### src/rtl/ysyx_22051013_wb_arbiter.sv
// Arbitrates the single register-file write port between pipeline write-back and
// the mul/div unit, buffering displaced mul/div results in a 2-entry FIFO.
module ysyx_22051013_wb_arbiter #(
  parameter int DW           = 64,
  parameter int STARVE_LIMIT = 8
) (
  input  logic          clk,
  input  logic          rst,
  input  logic          pipe_valid,
  input  logic [4:0]    pipe_rd,
  input  logic [DW-1:0] pipe_data,
  output logic          pipe_stall,
  input  logic          md_valid,
  input  logic [4:0]    md_rd,
  input  logic [DW-1:0] md_data,
  output logic          md_ready,
  output logic          rf_wen,
  output logic [4:0]    rf_waddr,
  output logic [DW-1:0] rf_wdata
);

  typedef enum logic {ARB, FORCE} state_t;

  localparam logic [7:0] AGE_MAX = 8'(STARVE_LIMIT);

  state_t state, state_next;

  logic          ent_valid  [2];
  logic          ent_killed [2];
  logic [4:0]    ent_rd     [2];
  logic [DW-1:0] ent_data   [2];
  logic          rd_ptr, wr_ptr;
  logic [1:0]    count, count_next;
  logic [7:0]    age;

  logic          head_valid, pipe_acc, md_acc, pop, bypass, push, starved;
  logic          win, win_wen;
  logic [4:0]    win_rd;
  logic [DW-1:0] win_data;

  assign md_ready   = (count != 2'd2);
  assign pipe_stall = (state == FORCE);

  // Grant decision; in FORCE pipe_acc is low, so the head pops whenever it exists.
  always_comb begin
    head_valid = (count != 2'd0);
    pipe_acc   = pipe_valid && (state == ARB);
    md_acc     = md_valid && md_ready;
    pop        = head_valid && !pipe_acc;
    bypass     = md_acc && !pipe_acc && !head_valid && (state == ARB);
    push       = md_acc && !bypass && (md_rd != 5'd0) &&
                 !(pipe_acc && (md_rd == pipe_rd));
    count_next = count + {1'b0, push} - {1'b0, pop};
    starved    = head_valid && !pop && (age == AGE_MAX);

    win      = 1'b0;
    win_wen  = 1'b0;
    win_rd   = 5'd0;
    win_data = '0;
    if (pipe_acc) begin
      win      = 1'b1;
      win_wen  = (pipe_rd != 5'd0);
      win_rd   = pipe_rd;
      win_data = pipe_data;
    end else if (pop) begin
      win      = 1'b1;
      win_wen  = !ent_killed[rd_ptr] && (ent_rd[rd_ptr] != 5'd0);
      win_rd   = ent_rd[rd_ptr];
      win_data = ent_data[rd_ptr];
    end else if (bypass) begin
      win      = 1'b1;
      win_wen  = (md_rd != 5'd0);
      win_rd   = md_rd;
      win_data = md_data;
    end
  end

  always_comb begin
    state_next = state;
    case (state)
      ARB:     if (starved) state_next = FORCE;
      FORCE:   if (count_next == 2'd0) state_next = ARB;
      default: state_next = ARB;
    endcase
  end

  always_ff @(posedge clk) begin
    if (rst) state <= ARB;
    else     state <= state_next;
  end

  // A younger pipeline write to the same rd invalidates older buffered results.
  always_ff @(posedge clk) begin
    if (rst) begin
      for (int i = 0; i < 2; i++) begin
        ent_valid[i]  <= 1'b0;
        ent_killed[i] <= 1'b0;
        ent_rd[i]     <= 5'd0;
        ent_data[i]   <= '0;
      end
      rd_ptr <= 1'b0;
      wr_ptr <= 1'b0;
      count  <= 2'd0;
      age    <= 8'd0;
    end else begin
      for (int i = 0; i < 2; i++) begin
        if (pipe_acc && (pipe_rd != 5'd0) && ent_valid[i] && (ent_rd[i] == pipe_rd))
          ent_killed[i] <= 1'b1;
      end
      if (push) begin
        ent_valid[wr_ptr]  <= 1'b1;
        ent_killed[wr_ptr] <= 1'b0;
        ent_rd[wr_ptr]     <= md_rd;
        ent_data[wr_ptr]   <= md_data;
        wr_ptr             <= ~wr_ptr;
      end
      if (pop) begin
        ent_valid[rd_ptr] <= 1'b0;
        rd_ptr            <= ~rd_ptr;
      end
      count <= count_next;
      if (pop || !head_valid)  age <= 8'd0;
      else if (age != AGE_MAX) age <= age + 8'd1;
    end
  end

  always_ff @(posedge clk) begin
    if (rst) begin
      rf_wen   <= 1'b0;
      rf_waddr <= 5'd0;
      rf_wdata <= '0;
    end else begin
      rf_wen <= win_wen;
      if (win) begin
        rf_waddr <= win_rd;
        rf_wdata <= win_data;
      end
    end
  end

endmodule

### config.mk
export PLATFORM = sky130hd
export DESIGN_NAME = ysyx_22051013_wb_arbiter
export DESIGN_NICKNAME = d
export VERILOG_FILES = /design/src/rtl/ysyx_22051013_wb_arbiter.sv
export SDC_FILE = /design/constraint.sdc
export NUM_CORES = 1
export LEC_CHECK = 0
export CAP_MARGIN = 20
export CORE_ASPECT_RATIO = 0.6
export CORE_UTILIZATION = 55
export DETAILED_ROUTE_END_ITERATION = 8
export PLACE_DENSITY = 0.93
export SETUP_SLACK_MARGIN = 0.5
export SYNTH_ARGS = -nofsm -noshare
export SYNTH_HDL_FRONTEND = slang
export SYNTH_SLANG_ARGS = --single-unit
### constraint.sdc
create_clock -name clk -period 7.8 [get_ports clk]
set_clock_uncertainty 0.15 [all_clocks]
set_input_delay 2.34 -clock clk [delete_from_list [all_inputs] [get_ports clk]]
set_output_delay 2.34 -clock clk [all_outputs]
set_load 0.005 [all_outputs]
# == Yosys cells after proc, flatten, opt, wreduce, memory -nomap -nowiden ==
# Memory sizes are Yosys's and may differ from the RTL's. A register that Yosys moved wholly into a read port is not among the register bits.
# Index checks and enable logic that the tools add are counted.
# totals
out_inout_bits,72
memories,4
register_bits,83
elab_cells,110
mem_bits_rw,142
# mem_list
name,words,word_bits,read_ports,rd_ports_with_merged_regs,wr,line,rtl
ent_data,2,64,1,1,2,31,logic [DW-1:0] ent_data [2];
ent_rd,2,5,3,1,2,30,logic [4:0] ent_rd [2];
ent_killed,2,1,1,1,3,29,logic ent_killed [2];
ent_valid,2,1,2,0,2,28,logic ent_valid [2];
# op_classes
n_addsub,3
bitwise_logic,5
mux,49
n_reduce_logical,35
n_eq_ne,6
# ops
op,count
two-way mux 64 bit,4
OR reduction 64 bit,1
two-way mux 1 bit,40
two-way mux 5 bit,4
logical AND 1 bit,18
equality test 5 bit,3
nonzero test 5 bit,3
adder 8 x 1 -> 8 bit (second input constant),1
equality test 8 x 4 -> 1 bit (second input constant),1
!= test 8 x 4 -> 1 bit (second input constant),1
logical NOT 1 bit,6
OR reduction 5 bit,1
inverter 1 bit,3
adder 2 x 1 -> 2 bit,1
logical NOT 2 bit,1
!= test 2 bit (second input constant),1
OR 1 bit,2
case mux 1 bit (2 select lines),1
nonzero test 2 bit,1
OR reduction 1 bit,2
OR reduction 2 bit,1
subtractor 2 x 1 -> 2 bit,1
logical OR 1 bit,1

# == Logic depth before layout (Yosys ltp) ==
# Gate-level depths: netlist of run 1.
# logic_depth
ltp_word,15
depth_mapped,13
depth_no_buf,12

# == Least setup slack after synthesis of run 1 ==
# OpenSTA, ideal clock, no wires.
# synth_path
path_type,input to register
start,input port pipe_rd[2]
end,memory ent_data[1][0] (enable)
required_time_ns,7.253
setup_ns,0.397
path_buffers,1
stages,5
arrival_ns,4.035
setup_slack_ns,3.218
path_cell_list,clkbuf_2 > xor2_1 > nor3_4 > nor3b_1 > or2_2
# synth_lines
item,line,rtl
from (decl),10,"input logic [4:0] pipe_rd,"
to (decl),31,

# == Final worst setup path of run 1 ==
# layout_path
start,input port pipe_valid
end,register rf_waddr[3]
# layout_via
elab_chain_cells,8
elab_cells_between_ends,12
cone_classes,mux: 6; reduce/logical: 6
# layout_rtl
item,line,rtl
from (decl),9,"input logic pipe_valid,"
logical AND 1 bit (*),47,pipe_acc = pipe_valid && (state == ARB);
logical NOT 1 bit,"49, 50",
logical AND 1 bit (3 in series),50,bypass = md_acc && !pipe_acc && !head_valid && (state == ARB);
two-way mux 5 bit or two-way mux 1 bit (tied branches),70,end else if (bypass) begin
two-way mux 5 bit or two-way mux 1 bit (tied branches),65,end else if (pop) begin
two-way mux 5 bit or two-way mux 1 bit (tied branches),60,if (pipe_acc) begin
to (signal assigned),135,rf_waddr <= win_rd;
to (decl),18,"output logic [4:0] rf_waddr,"
# Mark *: on every way between the ends. The rest lies on a longest branch, timed or not.
# A chain may end at the register's enable or synchronous reset.

==> results of run 1 <==
-- cells by family (layout without fill, tap and decap cells) --
kind of cell | after synthesis | count (layout)
AO/OA/AOI/OAI | 135 | 135
XOR/XNOR | 25 | 25
flip-flops | 226 | 226
buffers and inverters | 75 | 265
AND/OR/NAND/NOR | 309 | 309
multiplexers | 71 | 71
adder cells (fa/ha/maj) | 4 | 4
-- synth_stat cells, types with 2 or more instances --
cell type / n
buf_2: 18
nand2_1: 51
ha_1: 4
nand2b_1: 3
inv_1: 5
nor2_1: 60
dfxtp_1: 88
buf_6: 11
nor3_1: 8
mux2i_1: 4
edfxtp_1: 138
or2_2: 3
nand3_1: 5
mux2_2: 67
xor2_1: 14
clkbuf_1: 37
nor2_2: 3
a41oi_1: 2
a222oi_1: 48
o21ai_0: 3
and2_4: 6
and2_1: 132
a21oi_1: 54
nor4_1: 22
o21a_1: 2
and3_1: 3
buf_1: 2
a211oi_1: 2
nor2b_1: 4
a221oi_1: 20
xnor2_1: 11
-- critical path, delay by kind of cell --
kind / cells / cell delay, ns
buffers and inverters: 3 / 1.17
AND/OR/NAND/NOR: 3 / 1.09
AO/OA/AOI/OAI: 2 / 0.46
-- power by group through the flow --
| stage | registers [W] | clock network, W | logic, W |
|---|---|---|---|
| 4_1_cts | 0.00156 | 0.00102 | 0.000791 |
| 3_5_place_dp | 0.00158 | 0 | 0.000781 |
| 6_report | 0.00155 | 0.00101 | 0.000800 |
| 5_1_grt | 0.00158 | 0.00107 | 0.000860 |
| 3_3_place_gp | 0.00157 | 0 | 0.000762 |
| 2_1_floorplan | 0.00152 | 0 | 0.000510 |
-- layer usage --
| layer | vias to the layer above | wire length (um) |
|---|---|---|
| met5 | - | 12 |
| met4 | 2 | 233 |
| met3 | 24 | 2385 |
| met2 | 414 | 11460 |
| met1 | 3652 | 10890 |
| li1 | 3465 | - |
-- final timing paths --
kind	cells past startpoint	endpoint	slack [ns]
setup / recovery	8	rf_waddr[3]	2.89
setup reg to reg	7	rf_waddr[3]	4.61
hold reg to reg	2	rf_wdata[45]	0.30
hold / removal	2	rf_wdata[45]	0.30
-- placed cells by master (no fill, tap or decap), types with 5 or more instances in the layout --
master           count
mux2_2              67
a21oi_1             54
nor2_1              59
inv_1                5
xor2_1              14
clkdlybuf4s50_1    212
clkbuf_16           21
buf_4                8
xnor2_1             11
and2_1             132
nor4_1              22
and2_4               6
a222oi_1            48
dfxtp_1             87
edfxtp_1           138
a221oi_1            20
nand2_1             51
nor3_1               8
nand3_1              5
-- state kept, by name, indices dropped and copies added (netlist names), named ones only --
register,flops
ent_data,128
rf_wdata,64
ent_rd,10
age,8
rf_waddr,5
count,2
ent_killed,2
ent_valid,2
pipe_stall,1
rd_ptr,1
rf_wen,1
wr_ptr,1
-- stage by stage --
stage | hold slack, ns | util (%) | worst slack [ns]
after floorplan | 0.2898 | - | 3.218
after global placement | 0.2875 | 69.81 | 2.553
after detailed placement | 0.2947 | 69.81 | 2.457
after CTS | 0.3038 | 73.66 | 2.947
after global routing | 0.3140 | 73.82 | 2.758
final | 0.3019 | 73.82 | 2.890
-- cell type report --
cell class / instances / area [um^2] / share of cell area, %
Inverter: 5 / 18.77 / 0.1449
Multi-Input combinational cell: 544 / 3840 / 29.65
Sequential cell: 226 / 5909 / 45.62
Tap cell: 234 / 292.8 / 2.260
Clock inverter: 9 / 81.33 / 0.6279
Clock buffer: 29 / 595.6 / 4.598
Timing Repair Buffer: 222 / 2215 / 17.10
==> metrics.csv, run 1 <==
stage,metric,value,unit
synth,synth_fp_nets,991,
worst_setup_path,slowest_delay,0.82,ns
cts,cts_tree,yes,
pwr,power.density,260.0,nW/um^2
cells_and_area,stdcell_area,12950,um^2
synth,synth_top_area_share,41.00,%
synth,yosysTopAreaCell,edfxtp_1,
pwr,leakagePower,4.711,nW
cells_and_area,drive_gt1_share,12.85,%
synth,synth-warning-count,0,
sta,maxSlewViolCount,0,
cells_and_area,layoutNonFillerInstCount,1269,
cts,cts_root_buffer,clkbuf_16,
grt,grt_max_degree,85,
pwr,intPower,0.002424,W
placement,hpwlAfterDp,15920,um
sta,tightest_slew,1.057,ns
hold_path,hold_path_class,reg2reg,
floorplan,row_count,37,
worst_setup_path,criticalPathCategory,in2reg,
placement,gp_congestion,0.8906,
synth,synth-simple-area-share,16.91,%
hold_path,hold_start,rf_wdata[45],
grt,busiest_layer,met2,
route,drc,0,
worst_setup_path,crit_top_cell,buf_4,
floorplan,start_util,57.61,%
sta,rsz0062_at_grt,no,
synth,ys.flop_type,edfxtp_1,
sta,finalSetupTns,0,ns
cells_and_area,area_growth,28.13,%
grt,grt_util_all_layers,26.32,%
cts,cts_buffers,21,
cells_and_area,n_antenna_cell,0,
cts,postCtsSetupRepairBufs,0,
grt,met2_usage,42.41,%
grt,met3_usage,5.035,%
cells_and_area,finalNetCount,1166,
grt,grt_pass1_wl,39070,um
route,drtAntennaViolNets,0,
synth,synth_mux_area_share,7.860,%
worst_setup_path,critical_path.max_fanout,41,
worst_setup_path,critPathLaunchType,input port,
route,drt_wl_total,24980,um
sta,finalSetupViolCount,0,
synth,ys_async_sr_fraction,0,%
cts,cts_resized,0,
cts,clkSlewWorstSetupHoldPaths,0.07,ns
pwr,p_clk_share,30.1,%
cts,clk_path_buf_depth,3,
synth,synth_compound_area_share,10.20,%
placement,dp.cells,1230,
sta,post-route-min-period,4.910,ns
synth,synth_enable_flop_cells,138,
floorplan,die_w,177.0,um
synth,ys_top_cells_by_area,"edfxtp_1 41%, dfxtp_1 17%, and2_1 8.2%, mux2_2 7.5%, a222oi_1 4.8%",
synth,ys_seq_area_share,58.42,%
pwr,p_total,0.003367,W
sta,hold_viol,0,
cts,clock_latency,0.49,ns
worst_setup_path,cp-startpoint,pipe_valid,
synth,synth_adder_area_share,0.4951,%
synth,synth-xor-area-share,2.166,%
sta,finalCritPeriodShare,62.95,%
route,first_iter_violations,820,
worst_setup_path,required,7.98,ns
synth,synthCells,845,
worst_setup_path,crit_arrival,5.09,ns
synth,synth_area,10110,um^2
placement,place.port_buffers,213,
cells_and_area,n_fill_cell,1134,
synth,synth_top_family_by_area,simple AND/OR/NAND/NOR gates,
floorplan,ioPinCount,214,
placement,dpl_cell_area,12250,um^2
route,post_drt_wl_per_cell,19.69,um
synth,avgSynthCellArea,11.96,um^2
grt,antenna_found_initial,1,
pwr,p_seq_share,46.2,%
worst_setup_path,cp_slowest_cell,and3_2,
sta,fmax,0.2037,GHz
pwr,switching_share,28.00,%
cts,cts_htree_levels,1,
cts,cts_hold_buffers,0,
worst_setup_path,cp_cell_sequence,"clkdlybuf4s50_1, nor2_1, and3_2, buf_4, o21ai_1, buf_4, a211oi_1, nor4_1",
worst_setup_path,timing.rr.start,count[1],
run,drv_cap,0,
pwr,combPwrFrac,23.8,%
worst_setup_path,worst_setup_path_end_kind,flop,
grt,grt_remaining_overflow,0,
run_status,status,"finished, final reports clean",
pwr,switchingPower,0.0009426,W
floorplan,dieHeight,107.0,um
pwr,vdd_ir_drop_max,133.6,uV
route,firstDrtPassIters,8,
cts,clkSinkCount,226,
route,vias_per_cell,5.955,
sta,relSlewSlack,28.98,%
floorplan,core_area,17550,um^2
synth,ys_types,46,
grt,use_met1,37.26,%
grt,grt_pass1_vias,7283,
floorplan,dieArea,18940,um^2
synth,ys_seq_elements,226,
route,via_count,7557,
Note: power is estimated with default switching activity, not from simulation.
==> run 2: changes to the inputs <==
--- a/config.mk
+++ b/config.mk
@@ -7,9 +7,9 @@
 export LEC_CHECK = 0
 export CAP_MARGIN = 20
 export CORE_ASPECT_RATIO = 0.6
-export CORE_UTILIZATION = 55
+export CORE_UTILIZATION = 51
 export DETAILED_ROUTE_END_ITERATION = 8
-export PLACE_DENSITY = 0.93
+export PLACE_DENSITY = 0.88
 export SETUP_SLACK_MARGIN = 0.5
 export SYNTH_ARGS = -nofsm -noshare
 export SYNTH_HDL_FRONTEND = slang
==> constraint.sdc (replaced) <==
create_clock -name clk -period 4.8 [get_ports clk]
set_clock_uncertainty 0.15 [all_clocks]
set_input_delay 1.44 -clock clk [delete_from_list [all_inputs] [get_ports clk]]
set_output_delay 1.44 -clock clk [all_outputs]
set_load 0.005 [all_outputs]
==> run 2 against run 1 <==
Global-route usage decreased by 1.4 points. Count of clock-buffer cells in the layout increased by 4. Die area increased by 7.7%. Sequential power increased by 63%. First-iteration DRC count decreased by 4.1%. Clock power increased by 76%. Sequential share of layout area decreased by 0.44 points. Power increased by 67%. Critical path depth decreased by 1. Wire length increased by 1.8%. Cell count increased by 2.8%. Register-to-register slack got worse by 2.6 ns. Highest routed layer unchanged.
==> metrics.csv, run 2 (synthesized netlist as in run 1, its figures left out) <==
stage,metric,value,unit,change
run_status,status,"finished, final reports clean",,
sta,maxSlewViolCount,0,,unchanged
worst_setup_path,criticalPathCategory,in2reg,,
worst_setup_path,required,5.02,ns,-2.96 ns
cells_and_area,drive_gt1_share,13.11,%,+0.26 points
floorplan,die_w,183.8,um,+3.8%
route,vias_per_cell,5.773,,-3.1%
cts,clkSinkCount,226,,unchanged
floorplan,dieHeight,111.1,um,+3.8%
floorplan,row_count,39,,+5.4%
sta,rsz0062_at_grt,no,,
floorplan,ioPinCount,214,,unchanged
route,via_count,7534,,-0.30%
cells_and_area,area_growth,29.38,%,
grt,grt_pass1_wl,39890,um,+2.1%
sta,fmax,0.2634,GHz,
placement,gp_congestion,0.8604,,-3.4%
cts,clock_latency,0.50,ns,about the same
cells_and_area,largest_register_ffs,128,,unchanged
hold_path,hold_path_class,reg2reg,,
route,drt_wl_total,25440,um,+1.8%
cts,clkSlewWorstSetupHoldPaths,0.06,ns,about the same
cts,cts_buffers,21,,unchanged
worst_setup_path,worst_setup_path_end_kind,flop,,
cells_and_area,n_fill_cell,1438,,+27%
cells_and_area,final_common_cell,clkdlybuf4s50_1,,
grt,met2_usage,38.08,%,-4.3 points
cts,clk_path_buf_depth,3,,unchanged
floorplan,dieArea,20410,um^2,+7.7%
pwr,vdd_ir_drop_max,312.8,uV,+130%
route,firstDrtPassIters,6,,-2
cts,cts_tree,yes,,
cells_and_area,reg_top3,"ent_data (128), rf_wdata (64), ent_rd (10)",,
worst_setup_path,critical_path.max_fanout,39,,-4.9%
grt,grt_pass1_vias,7301,,+0.25%
grt,use_met1,35.97,%,-1.3 points
grt,grt_max_degree,73,,-14%
sta,finalCritPeriodShare,79.09,%,
grt,grt_util_all_layers,24.95,%,-1.4 points
grt,met3_usage,5.815,%,+0.78 points
grt,grt_remaining_overflow,0,,unchanged
cts,cts_resized,0,,unchanged
grt,antenna_found_initial,2,,+1
worst_setup_path,critPathLaunchType,input port,,
grt,busiest_layer,met2,,
sta,finalSetupTns,0,ns,unchanged
floorplan,start_util,52.58,%,-5.0 points
route,post_drt_wl_per_cell,19.49,um,-0.98%
sta,hold_viol,0,,unchanged
cells_and_area,regMostFlops,ent_data,,
worst_setup_path,crit_arrival,4.01,ns,-1.08 ns
cts,postCtsSetupRepairBufs,0,,unchanged
pwr,p_total,0.005607,W,+67%
pwr,leakagePower,4.752,nW,+0.87%
floorplan,core_area,19230,um^2,+9.6%
route,drtAntennaViolNets,0,,unchanged
route,drc,0,,unchanged
run,drv_cap,0,,unchanged
sta,post-route-min-period,3.796,ns,
placement,post-place-ws,0.5256,ns,-1.931 ns
placement,hpwlAfterDp,16150,um,+1.5%
cells_and_area,final_cell_mix,"212 x clkdlybuf4s50_1, 138 x edfxtp_1, 132 x and2_1, 87 x dfxtp_1, 67 x mux2_2",,
cells_and_area,finalNetCount,1168,,+0.17%
route,first_iter_violations,786,,-4.1%
sta,tightest_slew,1.072,ns,+0.01453 ns
placement,place.port_buffers,213,,unchanged
cts,cts_hold_buffers,0,,unchanged
sta,finalSetupViolCount,0,,unchanged
cts,cts_root_buffer,clkbuf_16,,
pwr,power.density,428.7,nW/um^2,+65%
sta,setup_ws,1.004,ns,-1.886 ns
cts,cts_htree_levels,1,,unchanged
sta,relSlewSlack,28.54,%,-0.44 points
[run 2: through the flow]
| stage | std cells | util, % | area (um^2) | hold WS, ns |
|---|---|---|---|---|
| 3_5_place_dp | 1265 | 64.13 | 12330 | 0.2946 |
| 3_3_place_gp | 1265 | 64.13 | 12330 | 0.2894 |
| 5_1_grt | 1303 | 68.00 | 13070 | 0.3092 |
| 4_1_cts | 1303 | 68.00 | 13070 | 0.3023 |
| 2_1_floorplan | 845 | - | 10110 | 0.2898 |
| 6_report | 1305 | 68.03 | 13080 | 0.3002 |
[run 2: where the power goes]
group / total, W / internal [W] / leakage [nW] / switching [W]
logic: 0.00130 / 0.000664 / 2.21 / 0.000636
clock network: 0.00178 / 0.00108 / 0.366 / 0.000703
registers: 0.00252 / 0.00234 / 2.18 / 0.000186
[run 2: path summary, 6_finish.rpt]
| kind | startpoint | end | slack (ns) | depth (start not counted) |
|---|---|---|---|---|
| worst min register to register | rf_wdata[43] | rf_wdata[43] | 0.30 | 2 |
| worst max register to register | pipe_stall | ent_data[1][37] | 2.05 | 6 |
| worst max-delay path | md_rd[0] | ent_data[1][37] | 1.00 | 7 |
| worst min-delay path | rf_wdata[43] | rf_wdata[43] | 0.30 | 2 |
[run 2: layer usage]
| metal | up-vias | share of wire [%] |
|---|---|---|
| li1 | 3469 | - |
| met1 | 3675 | 44 |
| met2 | 350 | 44 |
| met3 | 38 | 9.8 |
| met4 | 2 | 1.8 |
| met5 | - | 0.039 |
[run 2: cell type report]
type / instances / area, um^2 / area share (%)
Antenna cell: 2 / 5.005 / 0.03827
Clock buffer: 33 / 640.6 / 4.898
Clock inverter: 5 / 103.9 / 0.7940
Inverter: 5 / 18.77 / 0.1435
Multi-Input combinational cell: 544 / 3844 / 29.39
Sequential cell: 226 / 5909 / 45.18
Tap cell: 266 / 332.8 / 2.545
Timing Repair Buffer: 224 / 2225 / 17.01
[run 2: critical path: stages]
cell             delay [ns]
clkdlybuf4s50_1        0.60
nor3_1                 0.10
nand2_1                0.14
o211ai_4               0.14
nor3_4                 0.86
buf_4                  0.50
and2_1                 0.19
==> run 3: changes to the inputs <==
==> constraint.sdc (replaced) <==
create_clock -name clk -period 3.6 [get_ports clk]
set_clock_uncertainty 0.15 [all_clocks]
set_input_delay 1.08 -clock clk [delete_from_list [all_inputs] [get_ports clk]]
set_output_delay 1.08 -clock clk [all_outputs]
set_load 0.005 [all_outputs]
==> run 3 against run 2 <==
Worst setup slack got worse by 0.48 ns. Global-route usage rose by 1.2 points. Die area did not move. Critical path type unchanged. Non-clock buffer count rose by 29. Register-to-register slack got worse by 1.0 ns. Sequential cell count did not move. Final area rose by 2.3%. Highest routed layer is now met4.
==> metrics.csv, run 3 (synthesized netlist as in run 1, its figures left out) <==
stage,metric,value,unit,change
worst_setup_path,criticalPathCategory,in2reg,,
grt,grt_pass1_wl,41530,um,+4.1%
route,drtAntennaViolNets,0,,unchanged
sta,hold_viol,0,,unchanged
pwr,power.density,564.0,nW/um^2,+32%
placement,dpl_cell_area,12600,um^2,+2.2%
pwr,switchingPower,0.002106,W,+38%
cts,clock_latency,0.50,ns,about the same
grt,grt_pass1_vias,7540,,+3.3%
route,drc,0,,unchanged
floorplan,die_w,183.8,um,unchanged
worst_setup_path,cp_cell_sequence,"clkdlybuf4s50_1, xor2_1, nor3_4, buf_4, nor3b_1, or2_4, buf_12",,
floorplan,start_util,52.58,%,unchanged
sta,tightest_slew,0.5859,ns,-0.4860 ns
worst_setup_path,required,3.63,ns,-1.39 ns
sta,rsz0062_at_grt,yes,,
cells_and_area,regMostFlops,ent_data,,
hold_path,whs_path_depth,2,,unchanged
sta,maxSlewViolCount,0,,unchanged
route,firstDrtPassIters,9,,+3
placement,gp_congestion,0.8446,,-1.8%
cells_and_area,layoutNonFillerInstCount,1332,,+2.1%
pwr,combPwrFrac,25.6,%,+2.4 points
cts,cts_buffers,21,,unchanged
sta,post-route-min-period,3.071,ns,
worst_setup_path,reg2reg_depth,13,,+7
route,drt_wl_total,27160,um,+6.8%
cells_and_area,finalNetCount,1197,,+2.5%
cells_and_area,reg_top3,"ent_data (128), rf_wdata (64), ent_rd (10)",,
pwr,p_total,0.007547,W,+35%
grt,grt_max_degree,49,,-33%
cts,clkSlewWorstSetupHoldPaths,0.06,ns,about the same
cts,clk_path_buf_depth,3,,unchanged
pwr,switching_share,27.91,%,+0.70 points
cells_and_area,area_growth,32.38,%,
worst_setup_path,cp_slowest_cell,clkdlybuf4s50_1,,
cells_and_area,final_cell_mix,"202 x clkdlybuf4s50_1, 138 x edfxtp_1, 132 x and2_1, 87 x dfxtp_1, 67 x mux2_2",,
worst_setup_path,critical_path.max_fanout,31,,-21%
cells_and_area,final_common_cell,clkdlybuf4s50_1,,
sta,finalSetupTns,0,ns,unchanged
worst_setup_path,critPathLaunchType,input port,,
route,post_drt_wl_per_cell,20.39,um,+4.6%
pwr,leakagePower,4.958,nW,+4.3%
sta,fmax,0.3256,GHz,
placement,hpwlAfterDp,17790,um,+10%
cts,cts_root_buffer,clkbuf_16,,
pwr,vdd_ir_drop_max,367.9,uV,+18%
floorplan,core_area,19230,um^2,unchanged
worst_setup_path,path_buf_inv,3,,+1
hold_path,hold_path_class,reg2reg,,
sta,relSlewSlack,60.94,%,+32 points
cells_and_area,drive_gt1_share,15.49,%,+2.4 points
run_status,status,"finished, final reports clean",,
route,vias_per_cell,5.884,,+1.9%
worst_setup_path,cp.depth,7,,unchanged
cts,cts_tree,yes,,
run,drv_cap,0,,unchanged
route,first_iter_violations,918,,+17%
pwr,p_clk_share,30.5,%,-1.3 points
pwr,p_seq_share,43.9,%,-1.1 points
grt,antenna_found_initial,1,,-1
grt,grt_util_all_layers,26.12,%,+1.2 points
cells_and_area,stdcell_area,13380,um^2,+2.3%
cts,cts_htree_levels,1,,unchanged
sta,finalSetupViolCount,0,,unchanged
floorplan,dieHeight,111.1,um,unchanged
floorplan,dieArea,20410,um^2,unchanged
pwr,intPower,0.005441,W,+33%
floorplan,row_count,39,,unchanged
floorplan,ioPinCount,214,,unchanged
sta,finalCritPeriodShare,85.31,%,
worst_setup_path,crit_arrival,3.10,ns,-0.91 ns
worst_setup_path,slowest_delay,0.56,ns,-0.30 ns
worst_setup_path,cp_top_family,buffers and inverters,,
grt,grt_remaining_overflow,0,,unchanged
placement,place.port_buffers,213,,unchanged
placement,dp.cells,1289,,+1.9%
worst_setup_path,worst_setup_path_end_kind,flop,,
route,via_count,7838,,+4.0%
cells_and_area,largest_register_ffs,128,,unchanged
cts,clkSinkCount,226,,unchanged
==> run 3: through the flow <==
step / setup slack [ns] / hold slack (ns) / utilization (%)
after floorplan: 0.5901 / 0.2898 / -
after global placement: -0.01546 / 0.2882 / 65.52
after detailed placement: -0.1461 / 0.2927 / 65.52
after CTS: 0.4483 / 0.3025 / 69.19
after global routing: 0.4993 / 0.3145 / 69.60
final: 0.5288 / 0.2999 / 69.60
==> run 3: path summary, 6_finish.rpt <==
path / start / to / slack (ns)
hold reg to reg: rf_wdata[8] / rf_wdata[8] / 0.30
setup reg to reg: pipe_stall / pipe_stall / 1.03
hold / removal: rf_wdata[8] / rf_wdata[8] / 0.30
setup / recovery: pipe_rd[2] / ent_data[1][46] / 0.53
==> run 3: routing by layer <==
| metal | track usage, % | share of wire [%] | up-vias |
|---|---|---|---|
| li1 | - | - | 3521 |
| met1 | 37.51 | 44 | 3858 |
| met2 | 40.71 | 45 | 423 |
| met3 | 5.158 | 9.4 | 36 |
| met4 | 6.278 | 1.7 | 0 |
| met5 | 0 | 0 | - |
==> run 3: power by group through the flow <==
stage          clock [W]  sequential [W]  combinational [W]
2_1_floorplan          0         0.00329            0.00111
3_3_place_gp           0         0.00335            0.00185
3_5_place_dp           0         0.00337            0.00188
4_1_cts          0.00232         0.00331            0.00191
5_1_grt          0.00243         0.00335            0.00206
6_report         0.00230         0.00331            0.00193
==> run 3: worst register-to-register path, cell delays in order (launching register included) <==
cell and delay [ns]:
dfxtp_1 0.48, nor2_1 0.12, nor2_2 0.18, o211ai_4 0.12, buf_4 0.18, nor2_2 0.13, inv_1 0.06, ha_1 0.28
inv_1 0.05, ha_2 0.18, xnor2_2 0.14, xnor2_1 0.14, o21ai_1 0.15, o21ai_1 0.09
==> run 3: what timing repair did <==
action                     CTS  global route
cloned                       0             0
setup endpoints to repair   42            62
pin swaps                    4             3
hold buffers                 0             0
setup buffers                0             4
resized for setup            8             9
==> run 3: cell type report <==
cell class,instances,area [um^2]
Sequential cell,226,5909
Timing Repair Buffer,253,2556
Antenna cell,1,2.502
Fill cell,1361,5844
Clock buffer,29,586.8
Inverter,5,18.77
Clock inverter,8,111.4
Multi-Input combinational cell,544,3864
Tap cell,266,332.8
